`config.mk`:
```
export PLATFORM = sky130hd
export DESIGN_NAME = addr_calc_arbiter
export DESIGN_NICKNAME = d
export VERILOG_FILES = /design/src/rtl/addr_calc_arbiter.sv
export SDC_FILE = /design/constraint.sdc
export NUM_CORES = 1
export LEC_CHECK = 0
export ABC_AREA = 1
export CAP_MARGIN = 0
export CORE_MARGIN = 4
export CORE_UTILIZATION = 51
export DETAILED_ROUTE_END_ITERATION = 8
export HOLD_SLACK_MARGIN = 0.02
export PLACE_DENSITY = 0.81
export SKIP_LAST_GASP = 1
export SLEW_MARGIN = 20
export SYNTH_ARGS = -nofsm -noshare
export SYNTH_HDL_FRONTEND = slang
export SYNTH_SLANG_ARGS = --single-unit
export TNS_END_PERCENT = 50
```
`constraint.sdc`:
```
create_clock -name clk -period 3.2 [get_ports clk]
set_input_delay 0.64 -clock clk [delete_from_list [all_inputs] [get_ports clk]]
set_output_delay 0.64 -clock clk [all_outputs]
set_load 0.02 [all_outputs]
```
`src/rtl/addr_calc_arbiter.sv`:
```
// Round-robin share of a 2-stage count = address - (BASE - ptr) + b datapath between two requesters.
// Accept at edge N gives out_valid after edge N+1; output stall freezes S2, and S1 accepts only if it can move on.
module addr_calc_arbiter #(
  parameter int unsigned      W    = 8,
  parameter logic [W-1:0]     BASE = 8'h80,
  parameter int unsigned      CW   = 16
) (
  input  logic          clk,
  input  logic          rst_n,
  input  logic [W-1:0]  address,
  input  logic [W-1:0]  b,
  input  logic          req0_valid,
  input  logic [W-1:0]  req0_ptr,
  output logic          req0_ready,
  input  logic          req1_valid,
  input  logic [W-1:0]  req1_ptr,
  output logic          req1_ready,
  output logic          out_valid,
  output logic [CW-1:0] out_count,
  output logic          out_id,
  input  logic          out_ready,
  output logic          busy
);

  typedef struct packed {
    logic [W-1:0] offset;
    logic [W-1:0] address;
    logic [W-1:0] b;
    logic         id;
  } s1_t;

  logic          s1_valid;
  s1_t           s1_q;
  s1_t           s1_d;
  logic          rr_ptr;
  logic          adv2;
  logic          can_accept;
  logic          grant0;
  logic          grant1;
  logic          accept;
  logic [W-1:0]  sel_ptr;
  logic [CW-1:0] count_d;

  assign adv2       = s1_valid & (~out_valid | out_ready);
  assign can_accept = ~s1_valid | adv2;

  // rr_ptr only breaks ties; a lone requester is always granted.
  assign grant0 = req0_valid & (~req1_valid | ~rr_ptr);
  assign grant1 = req1_valid & (~req0_valid |  rr_ptr);

  // Gated by rst_n so no handshake is advertised while the pipeline is held in reset.
  assign req0_ready = grant0 & can_accept & rst_n;
  assign req1_ready = grant1 & can_accept & rst_n;
  assign accept     = req0_ready | req1_ready;

  assign sel_ptr        = req1_ready ? req1_ptr : req0_ptr;
  assign s1_d.offset    = BASE - sel_ptr;
  assign s1_d.address   = address;
  assign s1_d.b         = b;
  assign s1_d.id        = req1_ready;

  assign count_d = CW'(s1_q.address) - CW'(s1_q.offset) + CW'(s1_q.b);
  assign busy    = s1_valid | out_valid;

  always_ff @(posedge clk or negedge rst_n) begin
    if (!rst_n) begin
      s1_valid <= 1'b0;
      s1_q     <= '0;
      rr_ptr   <= 1'b0;
    end else if (accept) begin
      s1_valid <= 1'b1;
      s1_q     <= s1_d;
      rr_ptr   <= ~s1_d.id;
    end else if (adv2) begin
      s1_valid <= 1'b0;
    end
  end

  always_ff @(posedge clk or negedge rst_n) begin
    if (!rst_n) begin
      out_valid <= 1'b0;
      out_count <= '0;
      out_id    <= 1'b0;
    end else if (adv2) begin
      out_valid <= 1'b1;
      out_count <= count_d;
      out_id    <= s1_q.id;
    end else if (out_ready) begin
      out_valid <= 1'b0;
    end
  end

endmodule

```
# After elaboration in Yosys (flattened, before gate mapping)
# Index checks and enable logic that the tools add are counted.
[classes]
bitwise_logic = 19
multipliers = 0
mux = 5
n_eq_ne = 0
n_lt_le_gt_ge = 0
div_mod_pow = 0
n_shift = 0
reduce_logical = 2
addsub = 3
[ops]
columns = ["cell", "n"]
rows = [
  ["$add 9x9->10", 1],
  ["$sub 8x8->9", 1],
  ["$mux 8", 1],
  ["$sub 8x8->8 const A", 1],
  ["$and 1x1->1", 7],
  ["$not 1->1", 6],
  ["$or 1x1->1", 6],
  ["$mux 1", 4],
  ["$reduce_bool 2->1", 2],
]
[word_totals]
latchBits = 0
output_inout_bits = 21
word_cells = 38
memories = 0
regBits = 45
mem_bits_ro = 0
ram_bits = 0
input_bits = 37

# Depth between registers and ports, before layout
[logic_depth]
ltp_word = 8
mapped_depth = 16
depth_no_buf = 16

# Least setup slack after synthesis
# OpenSTA, ideal clock, no wires.
[synth_timing]
path_type = "reg-to-reg"
start = "register s1_q[11] (netlist bit)"
end = "register out_count[8]"
setup_slack_ps = 641
n_path_buf = 0
stages_incl_launch_ff = 15
period_less_slack_ps = 2559
arrival_ps = 2442
t_required_ps = 3083
setup_time_ps = 117
path_cell_list = "dfrtp_1 ha_1 nand2_1 o21ai_0 a21oi_1 o21ai_0 xor2_1 inv_1 ha_1 a21oi_1 o21ai_0 a21oi_1 or2_2 nand3_1 nand2_1"
[synth_via]
elab_chain_cells = 2
[synth_rtl]
columns = ["element", "line_no", "source"]
rows = [
  ["start, declared", "33", "s1_t s1_q;"],
  ["start signal, assigned", "68", "s1_q <= '0;"],
  ["start signal, assigned", "72", "s1_q <= s1_d;"],
  ["$sub 8x8->9", "62", "assign count_d = CW'(s1_q.address) - CW'(s1_q.offset) + CW'(s1_q.b);"],
  ["$add 9x9->10", "62", ""],
  ["end signal, assigned", "86", "out_count <= count_d;"],
  ["end, declared", "19", "output logic [CW-1:0] out_count,"],
]
# No other way between the ends.
# A chain may end at the register's enable or synchronous reset.

# Final worst setup path
[layout_timing]
start = "input port req1_valid"
end = "output port req1_ready"
[layout_via]
elab_chain_cells = 3
[layout_rtl]
columns = ["element", "line_no", "source"]
rows = [
  ["start, declared", "15", "input logic req1_valid,"],
  ["$and 1x1->1", "49", "assign grant1 = req1_valid & (~req0_valid | rr_ptr);"],
  ["$and 1x1->1 (2 in a row)", "53", "assign req1_ready = grant1 & can_accept & rst_n;"],
  ["end, declared", "17", "output logic req1_ready,"],
]
# No other way between the ends.

==> results.md <==
- The proportion of synthesized chip area in sequential cells is 0.385.
- The CTS sink count is 39.
- Wires add up to 5.12 mm.
- TritonCTS built the clock tree.
- Across every metal layer, demand over resource in global routing totals 0.184.
- The die covers 0.00616 mm^2.
- The first TritonRoute pass finished after 4 iterations.
- The internal power of the cells totals ~0.0016 W.
- Measured along the x axis, the die boundary spans ~79 um.
- Walking the worst path, the cells encountered are clkdlybuf4s50_1 -> nand2_1 -> inv_2 -> nand2_1 -> nor2_4 -> clkdlybuf4s50_1.
- In this run, synthesis produced a sequential element count of 39.
- For this run, design rule violations remaining after detail routing come to 0.
- The power per cell area is 912 mW/mm^2.
- For the final database, setup skew stands at 0.00646 ns.
- For this design, the CTS-stage hold fixing added 0 buffers.
- The number of nets in the synthesized netlist is 397.
- The average wire per cell in the routed design is 11.1 um.
- The cell area after synthesis is approximately 0.0025 mm^2.
- TritonCTS created 5 clock buffers.
- Summed over all layers, the global routing overflow is 0.
- After floorplanning, the core was sized to cover between 0.004 and 0.005 mm^2.
- From synthesis to final layout, the design area changed by 25.8%.
- STA classifies the critical path startpoint as an input pin.
- The height of the die is 78.5 um.
- The number of global-route vias before repair is around 2.1k.
- The relative slew slack is 0.562.
- The tree is rooted in a sky130_fd_sc_hd__clkbuf_8.
- In this run the worst hold path is classified as input pin to async pin.
- The combinational fraction of design power is 0.630.
- Setup repair after global routing left no endpoint under its margin.
- The count of final setup violators is 0.
- For this run, the top clock speed supported by timing is 0.348 GHz.
- The run finished with clean final reports.
- The actual transition at the worst max-transition pin is 0.656 ns.
- For this run, the slowest stage of the critical path takes 0.63 ns.
- The repair_antennas step left the layout with diodes totalling 0.
- The total power of the final layout is 0.00291 W.
- The share of total power dissipated in the clock network is 0.105.
- The total negative setup slack is 0 ns.
- The later-pin clock latency in the skew report is 0.29 ns.
- The mean number of vias per cell is between 4 and 5.
- The number of buffers on the longest clock path is 2.
- In this run the post-CTS setup repair buffer count came out at 0.
- The fraction of power spent switching nets is 0.448.
- The final-report hold violation count was 0.
- In this run the static leakage power is ~1.7 nW.
- Dividing the final minimum period by the clock period gives 0.897.
- Synthesis handed over a netlist of 341 instances.
- The synthesized netlist contains 28 unique library cells.
- Pin placement for this block handled 58 I/O pins.
- The peak ir drop on the vdd network is 0.323 mV.
- Counting both buffers and inverters, the worst setup path holds a total of 3.
- The number of placement rows is 25.
- The starting density of the core is 0.533.
- The number of gates resized after cts is 0.
- The pin count of the biggest net entering global routing is 40.
- The number of DRC violations after detailed-routing iteration 0 is 77.
- The placer congestion estimate is 0.893.
- A synthesized cell averages 7.43 um^2.
- The reported net switching power is 0.00130 W.
- The H-tree depth reported by CTS is 2.
- The first-pass GRT wire length is 9.00 mm.
- The critical path class is input pin to primary output.
- The total of buffers placed on input and output ports is 57.
- The count of pins over their slew limit came to 0.
- The final antenna-violating net count is 0.
- Of the total power, registers draw 0.265.
- The final period demand of the worst path is 2.87 ns.
- The critical path required time is 2.56 ns.
- The clock transition time at the flip-flop clock pins of the worst setup and hold paths is 0.07 ns.
- Among cell families on the critical path, the largest total delay comes from buffers and inverters.
- For the worst setup path, the data arrival time is 2.23 ns.
- The post-layout net count is ~450.
- Yosys printed 0 warnings.
- The maximum fanout count along the critical path is 8.
- The slowest stage of the critical path is the sky130_fd_sc_hd__clkdlybuf4s50_1 cell.
- The number of maximum-capacitance constraint violations is 0.
- The placed wire-length estimate after detailed placement is roughly 4 mm.
- The number of antenna violations at the first check in global routing is 0.
- The worst setup path is captured at a primary output.
- The fraction of layout cells with a size suffix above 1 is 0.0609.
- The via count is 2250.
-- through the flow --
step           area, um^2  hold WS, ns  instances  utilization  setup slack (ns)
6_report             3190        0.465        461        0.671             0.329
5_1_grt              3190        0.499        461        0.671            0.0816
4_1_cts              3190        0.474        461        0.671             0.328
3_5_place_dp         3120        0.464        455        0.656             0.336
3_3_place_gp         3120        0.460        455        0.656             0.372
2_1_floorplan        2530        0.344        341            -             0.641
-- final cells by class --
class / count / area, um^2
multi-input cells: 241 / 1290
repair buffers: 59 / 581
inverters: 49 / 184
clock buffers: 6 / 72.6
fillers: 432 / 1570
well taps: 67 / 83.8
flip-flops and latches: 39 / 976
-- registers in the layout, indices dropped and copies added, names as in the netlist --
register,flops
out_id,1
out_valid,1
s1_q,25
rr_ptr,1
s1_valid,1
out_count,10
-- Yosys cell counts, drive strengths merged --
master  number  area, um^2
nor2        11        51.3
o21ai       19        98.9
inv         49         184
xor2         3        26.3
nand2      134         521
nand4        8        50.1
ha          17         213
buf         11        78.8
o22ai        1        6.26
a21o         1        7.51
dfrtp       39         976
xnor2        5        43.8
o21bai       2        15.0
a21oi       18        90.1
or2          2        12.5
fa           2        40.0
o211ai       1        7.51
clkbuf       1        3.75
nand3       17         110
-- per-layer routing --
layer	track usage	vias up	part of all wire
met3	0.0424	8	0.048
met1	0.207	1021	0.44
li1	-	1172	-
met4	0.0787	0	0.018
met5	0	-	0
met2	0.329	49	0.49
-- final timing paths --
check | startpoint | to | slack (ns) | depth (start not counted)
min in group clk | out_count[8] | out_count[8] | 0.48 | 2
min | rst_n | out_count[5] | 0.47 | 2
max | req1_valid | req1_ready | 0.33 | 6
max reg2reg | s1_q[11] | out_count[8] | 0.45 | 14
min reg2reg | out_count[8] | out_count[8] | 0.48 | 2
max in group asynchronous | rst_n | s1_q[12] | 2.39 | 2
-- power by group through the flow --
stage / Sequential [W] / Combinational, W / Clock, W
2_1_floorplan: 0.000853 / 0.00130 / 0
3_3_place_gp: 0.000773 / 0.00179 / 0
3_5_place_dp: 0.000782 / 0.00183 / 0
4_1_cts: 0.000775 / 0.00185 / 0.000313
5_1_grt: 0.000799 / 0.00209 / 0.000334
6_report: 0.000772 / 0.00183 / 0.000305
-- placed cells by master, fill, tap and decap left out, types with 3 or more instances in the layout --
master,instances
sky130_fd_sc_hd__inv_1,47
sky130_fd_sc_hd__clkdlybuf4s50_1,56
sky130_fd_sc_hd__nor2_1,9
sky130_fd_sc_hd__nand2_1,127
sky130_fd_sc_hd__nand2_2,7
sky130_fd_sc_hd__o21ai_0,16
sky130_fd_sc_hd__ha_1,17
sky130_fd_sc_hd__nand4_1,8
sky130_fd_sc_hd__xnor2_1,5
sky130_fd_sc_hd__xor2_1,3
sky130_fd_sc_hd__clkbuf_8,5
sky130_fd_sc_hd__a21oi_1,18
sky130_fd_sc_hd__dfrtp_1,39
sky130_fd_sc_hd__nand3_1,15
-- cells by family after synthesis --
group           share of synthesized area
flops                               0.385
xor+xnor                           0.0276
simple gates                        0.294
buf+inv                             0.105
fa+ha+maj                          0.0997
compound gates                     0.0889
Note: power is estimated with default switching activity, not from simulation.
